**config.mk**
```make
export PLATFORM = sky130hd
export DESIGN_NAME = itl_wr_ctrl_flat
export DESIGN_NICKNAME = d
export VERILOG_FILES = /design/src/rtl/itl_wr_ctrl_if.sv /design/src/rtl/itl_wr_ctrl.sv /design/src/flat_wrapper.sv
export SDC_FILE = /design/constraint.sdc
export NUM_CORES = 1
export LEC_CHECK = 0
export CAP_MARGIN = 20
export CORE_AREA = 5 5 67 69
export CTS_CLUSTER_DIAMETER = 30
export DETAILED_ROUTE_END_ITERATION = 10
export DIE_AREA = 0 0 72 74
export GPL_ROUTABILITY_DRIVEN = 1
export HOLD_SLACK_MARGIN = 0.15
export PLACE_DENSITY = 0.75
export SYNTH_ARGS = -nofsm -noshare
export SYNTH_HDL_FRONTEND = slang
export SYNTH_SLANG_ARGS = --single-unit
```
**constraint.sdc**
```tcl
create_clock -name clk -period 3.3 [get_ports clk]
set_clock_uncertainty 0.15 [all_clocks]
set_input_delay 0.66 -clock clk [delete_from_list [all_inputs] [get_ports clk]]
set_output_delay 0.66 -clock clk [all_outputs]
set_load 0.01 [all_outputs]
```
**src/rtl/itl_wr_ctrl_if.sv**
```systemverilog
// Interleaver loader bus: incoming soft-bit stream plus the RAM write port.
// The slave modport is the loader; the master modport is whatever feeds and observes it.
interface itl_wr_ctrl_if #(
  parameter int D_WIDTH = 2,
  parameter int A_WIDTH = 12
);
  logic [D_WIDTH-1:0] in_data;
  logic               in_vld;
  logic               in_rdy;
  logic [D_WIDTH-1:0] wdata;
  logic [A_WIDTH-1:0] waddr;
  logic [A_WIDTH-1:0] pb_offset;
  logic               wefn;
  logic               din_vld;

  modport master (
    output in_data, in_vld,
    input  in_rdy, wdata, waddr, pb_offset, wefn, din_vld
  );

  modport slave (
    input  in_data, in_vld,
    output in_rdy, wdata, waddr, pb_offset, wefn, din_vld
  );
endinterface

```
**src/rtl/itl_wr_ctrl.sv**
```systemverilog
// Interleaver write controller: loads one PB worth of soft-bit pairs into the
// interleaver RAM at contiguous addresses, then drains for the downstream read latency.
module itl_wr_ctrl #(
  parameter int D_WIDTH = 2,
  parameter int A_WIDTH = 12
) (
  input  logic         clk,
  input  logic         n_rst,
  input  logic         start,
  input  logic [1:0]   pb_sel,
  itl_wr_ctrl_if.slave bus,
  output logic         busy,
  output logic         done,
  output logic         err
);

  typedef enum logic [1:0] {
    IDLE  = 2'd0,
    LOAD  = 2'd1,
    DRAIN = 2'd2,
    DONE  = 2'd3
  } state_e;

  localparam logic [A_WIDTH-1:0] LAST_PB16  = A_WIDTH'(12'd63);
  localparam logic [A_WIDTH-1:0] LAST_PB136 = A_WIDTH'(12'd543);
  localparam logic [A_WIDTH-1:0] LAST_PB520 = A_WIDTH'(12'd2079);
  localparam logic [A_WIDTH-1:0] OFF_PB16   = A_WIDTH'(12'd0);
  localparam logic [A_WIDTH-1:0] OFF_PB136  = A_WIDTH'(12'd64);
  localparam logic [A_WIDTH-1:0] OFF_PB520  = A_WIDTH'(12'd608);

  state_e             state_q, state_d;
  logic [A_WIDTH-1:0] cnt_q, cnt_d;
  logic [A_WIDTH-1:0] last_q, last_d;
  logic [A_WIDTH-1:0] pb_offset_q, pb_offset_d;
  logic [D_WIDTH-1:0] wdata_q, wdata_d;
  logic [A_WIDTH-1:0] waddr_q, waddr_d;
  logic               wefn_q, wefn_d;
  logic               din_vld_q, din_vld_d;
  logic               in_rdy_q, in_rdy_d;
  logic               busy_q, busy_d;
  logic               done_q, done_d;
  logic               err_q, err_d;
  logic               drain_q, drain_d;
  logic               accept_s;

  // Next-state and registered-output computation.
  always_comb begin
    state_d     = state_q;
    cnt_d       = cnt_q;
    last_d      = last_q;
    pb_offset_d = pb_offset_q;
    wdata_d     = wdata_q;
    waddr_d     = waddr_q;
    wefn_d      = 1'b1;
    din_vld_d   = 1'b0;
    err_d       = 1'b0;
    drain_d     = drain_q;
    accept_s    = in_rdy_q & bus.in_vld;

    case (state_q)
      IDLE: begin
        if (start) begin
          if (pb_sel == 2'd3) begin
            err_d = 1'b1;
          end else begin
            state_d = LOAD;
            cnt_d   = '0;
            case (pb_sel)
              2'd0: begin
                last_d      = LAST_PB16;
                pb_offset_d = OFF_PB16;
              end
              2'd1: begin
                last_d      = LAST_PB136;
                pb_offset_d = OFF_PB136;
              end
              default: begin
                last_d      = LAST_PB520;
                pb_offset_d = OFF_PB520;
              end
            endcase
          end
        end else begin
          state_d = IDLE;
        end
      end
      LOAD: begin
        if (accept_s) begin
          wdata_d   = bus.in_data;
          waddr_d   = cnt_q;
          wefn_d    = 1'b0;
          din_vld_d = 1'b1;
          // The counter parks on N-1 so nothing past the PB end can be addressed.
          if (cnt_q == last_q) begin
            state_d = DRAIN;
            drain_d = 1'b0;
          end else begin
            cnt_d = cnt_q + A_WIDTH'(1'b1);
          end
        end else begin
          state_d = LOAD;
        end
      end
      DRAIN: begin
        if (drain_q) begin
          state_d = DONE;
        end else begin
          drain_d = 1'b1;
        end
      end
      DONE: begin
        state_d = IDLE;
      end
      default: begin
        state_d = IDLE;
      end
    endcase

    in_rdy_d = (state_d == LOAD);
    // done is registered off the DONE state, so busy is stretched to cover it.
    busy_d   = (state_d != IDLE) | (state_q == DONE);
    done_d   = (state_q == DONE);
  end

  // State and output registers.
  always_ff @(posedge clk or negedge n_rst) begin
    if (!n_rst) begin
      state_q     <= IDLE;
      cnt_q       <= '0;
      last_q      <= '0;
      pb_offset_q <= '0;
      wdata_q     <= '0;
      waddr_q     <= '0;
      wefn_q      <= 1'b1;
      din_vld_q   <= 1'b0;
      in_rdy_q    <= 1'b0;
      busy_q      <= 1'b0;
      done_q      <= 1'b0;
      err_q       <= 1'b0;
      drain_q     <= 1'b0;
    end else begin
      state_q     <= state_d;
      cnt_q       <= cnt_d;
      last_q      <= last_d;
      pb_offset_q <= pb_offset_d;
      wdata_q     <= wdata_d;
      waddr_q     <= waddr_d;
      wefn_q      <= wefn_d;
      din_vld_q   <= din_vld_d;
      in_rdy_q    <= in_rdy_d;
      busy_q      <= busy_d;
      done_q      <= done_d;
      err_q       <= err_d;
      drain_q     <= drain_d;
    end
  end

  assign bus.in_rdy    = in_rdy_q;
  assign bus.wdata     = wdata_q;
  assign bus.waddr     = waddr_q;
  assign bus.pb_offset = pb_offset_q;
  assign bus.wefn      = wefn_q;
  assign bus.din_vld   = din_vld_q;
  assign busy          = busy_q;
  assign done          = done_q;
  assign err           = err_q;

endmodule

```
**src/flat_wrapper.sv**
```systemverilog
// flat-port wrapper written by rule: the top's interface ports become plain ports
module itl_wr_ctrl_flat 
#(
  parameter int D_WIDTH = 2,
  parameter int A_WIDTH = 12
)
  (clk, n_rst, start, pb_sel, busy, done, err, bus_in_data, bus_in_vld, bus_in_rdy, bus_wdata, bus_waddr, bus_pb_offset, bus_wefn, bus_din_vld);
  itl_wr_ctrl_if #(.D_WIDTH(D_WIDTH), .A_WIDTH(A_WIDTH)) bus_i ();
  input  logic clk;
  input  logic n_rst;
  input  logic start;
  input  logic [1:0] pb_sel;
  output logic busy;
  output logic done;
  output logic err;
  input wire logic [$bits(bus_i.in_data)-1:0] bus_in_data;
  input wire logic [$bits(bus_i.in_vld)-1:0] bus_in_vld;
  output wire logic [$bits(bus_i.in_rdy)-1:0] bus_in_rdy;
  output wire logic [$bits(bus_i.wdata)-1:0] bus_wdata;
  output wire logic [$bits(bus_i.waddr)-1:0] bus_waddr;
  output wire logic [$bits(bus_i.pb_offset)-1:0] bus_pb_offset;
  output wire logic [$bits(bus_i.wefn)-1:0] bus_wefn;
  output wire logic [$bits(bus_i.din_vld)-1:0] bus_din_vld;
  assign bus_i.in_data = bus_in_data;
  assign bus_i.in_vld = bus_in_vld;
  assign bus_in_rdy = bus_i.in_rdy;
  assign bus_wdata = bus_i.wdata;
  assign bus_waddr = bus_i.waddr;
  assign bus_pb_offset = bus_i.pb_offset;
  assign bus_wefn = bus_i.wefn;
  assign bus_din_vld = bus_i.din_vld;
  itl_wr_ctrl #(.D_WIDTH(D_WIDTH), .A_WIDTH(A_WIDTH)) u_core (.clk(clk), .n_rst(n_rst), .start(start), .pb_sel(pb_sel), .bus(bus_i), .busy(busy), .done(done), .err(err));
endmodule
```
==> results of run 1 <==
==> worst max-delay path by stage <==
| stage | startpoint | end | slack, ns | cells after the start |
|---|---|---|---|---|
| global route | u_core.cnt_q[0] | u_core.cnt_q[0] | 0.79 | 5 |
| finish | u_core.cnt_q[0] | u_core.cnt_q[0] | 0.87 | 5 |
| floorplan | u_core.cnt_q[0] | u_core.cnt_q[0] | 1.01 | 5 |
| global placement | start | u_core.cnt_q[0] | 0.80 | 6 |
| CTS | u_core.cnt_q[0] | u_core.cnt_q[0] | 0.87 | 5 |
| detailed placement | bus_in_vld | u_core.cnt_q[0] | 0.79 | 6 |
==> power groups by stage <==
| stage | combinational (mW) | clock (mW) | sequential [mW] |
|---|---|---|---|
| floorplan | 0.295 | 0 | 0.730 |
| global placement | 0.512 | 0 | 0.722 |
| detailed placement | 0.525 | 0 | 0.729 |
| CTS | 0.529 | 0.442 | 0.720 |
| global route | 0.584 | 0.465 | 0.738 |
| finish | 0.519 | 0.429 | 0.716 |
==> cell families (layout without fill, tap and decap cells) <==
logic type	Yosys count	count (layout)	share of synthesized area
and+or+nand+nor	110	110	0.273
DFF	40	40	0.543
buffers and inverters	18	43	0.0590
AOI/OAI and AO/OA	13	13	0.0556
xor gates and xnor gates	9	9	0.0427
muxes	3	3	0.0176
adders and majority gates	1	1	0.00678
other	1	9	0.00203
==> final cells by class <==
class | count | area [µm²] | area share
Clock inverter | 1 | 30.0 | 0.0132
Multi-Input combinational cell | 145 | 763 | 0.335
Inverter | 3 | 11.3 | 0.00495
Tap cell | 50 | 62.6 | 0.0275
Clock buffer | 7 | 96.3 | 0.0423
Timing Repair Buffer | 32 | 310 | 0.136
Sequential cell | 40 | 1000 | 0.440
==> per-stage QoR <==
step	total power, mW	util	setup WS (ns)
after floorplan	1.02	-	1.01
after global placement	1.23	0.557	0.803
after detailed placement	1.25	0.557	0.788
after CTS	1.69	0.590	0.867
after global routing	1.79	0.590	0.787
final	1.66	0.590	0.872
==> placed cells by master (no fill, tap or decap), types with 3 or more instances in the layout <==
cell type	count
nand2_1	61
nand4_1	4
xor2_1	5
nand3_1	9
nor2_1	16
dfrtp_1	39
conb_1	9
xnor2_1	4
inv_1	3
nor3_1	3
clkdlybuf4s50_1	29
nand2b_1	3
clkbuf_8	7
==> worst max-delay path, stage by stage, from the launching register on <==
cell     delay [ns]
dfrtp_1        0.46
or4_1          0.55
mux2_2         0.30
or3_4          0.43
nand2_4        0.10
mux2_1         0.32
==> sequential cells by signal (all words and copies together) (netlist names) <==
register,count
u_core.err,1
u_core.bus.in_rdy,1
u_core.bus.wefn,1
u_core.bus.wdata,2
u_core.done,1
u_core.cnt_q,12
u_core.bus.waddr,12
u_core.drain_q,1
u_core.state_q,2
u_core.last_q,3
u_core.bus.din_vld,1
u_core.bus.pb_offset,2
u_core.busy,1
==> per-layer routing <==
metal  vias to the layer above  global-route usage
met5                         -                   0
met4                         0              0.0793
met3                         8              0.0459
met2                        33               0.258
met1                       667               0.183
li1                        686                   -
==> metrics.cfg, run 1 <==
[place]
placement.cell_area_mm2 = 0.00215
port_bufs = 30
placed_cells = 270
globalplace.congestion = 0.880
post-dp-hpwl_um = 2640

[power_and_ir_drop]
power_density_mw_per_mm2 = 731
swShare = 0.315
leakage_nw = 1.08
combinationalPowerShare = 0.312
clkPwrFrac = 0.258
irDropWorstVdd_uv = 471
share_seq_of_total_power = 0.431
p_int_mw = 1.14
switchingPower_mw = 0.524

[synthesis]
yosysWarningCount = 0
post-synth-top-count-cell = nand2_1
post_synth_num_cell_types = 42
synthDominantAreaCellType = dfrtp_1
synth-main-ff-cell = dfrtp_1
post_synth_edffs = 0
ys_seq_area_frac = 0.543
netlist_area_mm2 = 0.00184
synth_area_per_cell_um2 = 9.46
synth_cells = 195
post_synth_most_frequent_cells = 61 x nand2_1, 39 x dfrtp_1, 16 x nor2_1, 11 x buf_4, 9 x nand3_1
synth_top_cell_area_share = 0.529
yosys_reg_bits = 40
asyncSetResetFlopFracSynth = 1.00
post_synth_main_area_contributors = dfrtp_1 53%, nand2_1 12%, buf_4 4.5%

[sta]
timing.final.max_slew_violations = 0
fin_crit_ns = 2.43
hold_violations = 0
setup_viol_count_final = 0
finalCritPeriodShare = 0.736
fin_setup_tns_ns = 0
relSlewSlack = 0.420
hold-worst-slack_ns = 0.322
fmax_ghz = 0.412
grt_setup_unrepaired = no
worst-slew-pin-transition_ns = 0.869

[clock_network]
cts_num_sinks = 40
cts.path.max_buffers = 2
tritoncts = done
clockRootBuffer = clkbuf_8
cts_hold_fix_bufs = 0
clock_latency_ns = 0.29
clock_buffers_created_by_tritoncts = 5
cts_post_setup_buffers_inserted = 0
clkSlewWorstSetupHoldPaths_ns = 0.07
clock_tree.htree_level_count = 2
ctsResizeCount = 0

[setup_path]
destination_of_the_worst_register_to_register_timing_path = u_core.cnt_q[0]
worst-endpoint-required_ns = 3.33
reg2reg_setup_slack_ns = 0.87
reg2reg_depth = 5
crit_path_kind = reg2reg
critical_path_arrival_ns = 2.45
kind_of_start_point_of_the_critical_path = flop
reg2reg_from = u_core.cnt_q[0]
setup.worst_path.end_class = flop
critical_path.max_fanout = 7

[drt]
route.met2.wl_um = 1770
detail_route.drc_violations = 0
route.detailed.vias_per_inst = 5.01
highest-signal-layer = met4
drt_pre_antenna_iters = 4
vias = 1394
antenna_left = 0
wl_met3_um = 219
drt_iter0_drc = 57
route.detailed.wl_per_inst_um = 13.0
routed_wl_um = 3610
route.layer.met1.wl_um = 1550

[floorplanning]
initial_standard_cell_utilization_of_the_core = 0.478
core_area_mm2 = 0.00386
die_span_in_x_um = 72
floorplan.die.height_um = 74
dieArea_mm2 = 0.00533
boundaryPins = 40
row_count = 23

[grt]
via_count_of_the_first_global_routing_pass = 1370
global_route.usage.total = 0.155
antenna_found_initial = 0
global_route.overflow_total = 0
grt_max_degree = 41
grt_pass1_wl_um = 6280

[status]
run_status = finished, final reports clean

[worst_hold_path]
worst_hold_path_endpoint = u_core.bus.waddr[8]
hp-start = u_core.bus.waddr[8]
whs_path_depth = 2
hp-class = reg2reg

[final_layout]
fin_area_mm2 = 0.00228
non_filler_instance_count_after_layout = 278
final_net_count = 236
n_antenna_cell = 0
fill_cell_total_of_the_finished_layout = 358
post_route_cells_drive_above_1_share = 0.0746
area_delta_synth_final_pct = 23.4

[run]
maxCapViolations = 0

No activity file was read; power rests on OpenSTA's default activity.
==> inputs of run 2 (changes only) <==
==> constraint.sdc (replaced) <==
create_clock -name clk -period 2.46 [get_ports clk]
set_clock_uncertainty 0.15 [all_clocks]
set_input_delay 0.492 -clock clk [delete_from_list [all_inputs] [get_ports clk]]
set_output_delay 0.492 -clock clk [all_outputs]
set_load 0.01 [all_outputs]
==> run 2 against run 1 <==
  * Wire length is 5.0% higher
  * Count of clock-buffer cells in the layout is 1 lower
  * Non-clock buffer count is 13 higher
  * Die area stayed put
  * Core utilization is 2.1 points higher
  * First-iteration DRC count is 39% higher
  * Critical path depth stayed put
  * Via count is 0.65% higher
  * Power is 35% higher
  * Maximum frequency is 5.0% higher
  * Critical endpoint unchanged
==> metrics.cfg, run 2 (synthesis gave the netlist of run 1 again) <==
[drt]
vias = 1403  ; +0.65%
route.detailed.vias_per_inst = 4.82  ; -3.9%
antenna_left = 0  ; unchanged
detail_route.drc_violations = 0  ; unchanged
routed_wl_um = 3790  ; +5.0%
drt_iter0_drc = 79  ; +39%
route.detailed.wl_per_inst_um = 13.0  ; +0.35%
drt_pre_antenna_iters = 4  ; unchanged

[grt]
antenna_found_initial = 0  ; unchanged
grt_pass1_wl_um = 6670  ; +6.3%
grt_max_degree = 19  ; -54%
global_route.overflow_total = 0  ; unchanged
via_count_of_the_first_global_routing_pass = 1447  ; +5.6%
global_route.usage.total = 0.160  ; +0.00556

[floorplanning]
floorplan.die.height_um = 74  ; unchanged
dieArea_mm2 = 0.00533  ; unchanged
row_count = 23  ; unchanged
die_span_in_x_um = 72  ; unchanged
boundaryPins = 40  ; unchanged
core_area_mm2 = 0.00386  ; unchanged
initial_standard_cell_utilization_of_the_core = 0.478  ; unchanged

[setup_path]
critical_path.max_fanout = 5  ; -2
kind_of_start_point_of_the_critical_path = flop
critical_path_arrival_ns = 2.33  ; -0.12 ns
crit_path_kind = reg2reg
setup.worst_path.end_class = flop
worst-endpoint-required_ns = 2.48  ; -0.85 ns

[place]
placed_cells = 282  ; +4.4%
port_bufs = 30  ; unchanged
post-dp-hpwl_um = 2950  ; +12%
globalplace.congestion = 0.842  ; -4.3%

[sta]
fmax_ghz = 0.432  ; +5.0%
hold-worst-slack_ns = 0.324  ; +0.00227 ns
fin_setup_tns_ns = 0  ; unchanged
grt_setup_unrepaired = no
timing.final.max_slew_violations = 0  ; unchanged
setup_viol_count_final = 0  ; unchanged
fin_crit_ns = 2.31  ; -0.116 ns
hold_violations = 0  ; unchanged
relSlewSlack = 0.672  ; +0.251
worst-slew-pin-transition_ns = 0.488  ; -0.381 ns
finalCritPeriodShare = 0.940  ; +0.204

[clock_network]
ctsResizeCount = 0  ; unchanged
cts_num_sinks = 40  ; unchanged
clock_tree.htree_level_count = 2  ; unchanged
clkSlewWorstSetupHoldPaths_ns = 0.07  ; about the same
clockRootBuffer = clkbuf_8
clock_latency_ns = 0.28  ; about the same
clock_buffers_created_by_tritoncts = 5  ; unchanged
cts.path.max_buffers = 2  ; unchanged
tritoncts = done
cts_post_setup_buffers_inserted = 0  ; unchanged

[worst_hold_path]
hp-class = reg2reg

[final_layout]
post_route_cells_drive_above_1_share = 0.116  ; +0.0416
area_delta_synth_final_pct = 27.8
layout_commonest_cell = nand2_1
non_filler_instance_count_after_layout = 291  ; +4.7%
layout_common_cells = 61 x nand2_1, 39 x dfrtp_1, 29 x clkdlybuf4s50_1, 16 x nor2_1, 14 x buf_4
n_antenna_cell = 0  ; unchanged
final_net_count = 249  ; +5.5%

[power_and_ir_drop]
power_density_mw_per_mm2 = 953  ; +30%
irDropWorstVdd_uv = 446  ; -5.3%
leakage_nw = 1.13  ; +4.9%

[status]
run_status = finished, final reports clean

[run]
maxCapViolations = 0  ; unchanged

run 2: cell types whose count changed in the layout (fill, tap and decap cells not counted):
cell	previous run	this run
clkbuf_1	0	1
clkinv_2	0	1
clkbuf_8	7	5
dlygate4sd3_1	0	1
buf_4	2	14
run 2: through the flow:
step | worst slack [ns] | utilization | instance area, µm² | power (mW)
2_1_floorplan | 0.169 | - | 1870 | 1.37
3_3_place_gp | 0.163 | 0.581 | 2240 | 1.74
3_5_place_dp | 0.148 | 0.581 | 2240 | 1.76
4_1_cts | 0.134 | 0.611 | 2360 | 2.27
5_1_grt | 0.0486 | 0.611 | 2360 | 2.41
6_report | 0.148 | 0.611 | 2360 | 2.25
run 2: power breakdown:
part	internal (mW)	total (mW)	switching, mW	leakage (nW)
combinational	0.412	0.814	0.401	0.570
clock	0.301	0.512	0.211	0.0552
sequential	0.818	0.920	0.102	0.509
run 2: final timing paths:
| check | startpoint | end | slack, ns | cells after the start |
|---|---|---|---|---|
| max | u_core.cnt_q[0] | u_core.cnt_q[0] | 0.15 | 5 |
| min | u_core.bus.waddr[6] | u_core.bus.waddr[6] | 0.32 | 2 |
| max reg2reg | u_core.cnt_q[0] | u_core.cnt_q[0] | 0.15 | 5 |
| min reg2reg | u_core.bus.waddr[6] | u_core.bus.waddr[6] | 0.32 | 2 |
| max in group asynchronous | n_rst | u_core.last_q[9] | 1.16 | 3 |
| min in group asynchronous | n_rst | u_core.bus.waddr[6] | 0.47 | 2 |
run 2: what timing repair did:
| action | in CTS | in global routing |
|---|---|---|
| endpoints found under the hold margin | 11 | 0 |
| hold buffers | 1 | 0 |
| setup endpoints to repair | 0 | 0 |
run 2: layer usage:
metal / wire length, µm / up-vias / part of all wire / track usage
li1: - / 711 / - / -
met2: 1860 / 29 / 0.49 / 0.269
met3: 200 / 5 / 0.053 / 0.0392
met5: 0 / - / 0 / 0
met4: 39 / 0 / 0.010 / 0.0376
met1: 1690 / 658 / 0.45 / 0.211
run 2: cell type report:
| cell class | instances | area (µm²) |
|---|---|---|
| Clock inverter | 2 | 35.0 |
| Timing Repair Buffer | 45 | 410 |
| Sequential cell | 40 | 1000 |
| Inverter | 3 | 11.3 |
| Tap cell | 50 | 62.6 |
| Multi-Input combinational cell | 145 | 763 |
| Clock buffer | 6 | 72.6 |
| Fill cell | 355 | 1500 |
run 2: worst max-delay path: stages (launching register included):
cell	delay, ns
dfrtp_1	0.37
or4_1	0.53
mux2_2	0.30
or3_4	0.43
nand2_4	0.10
mux2_1	0.31
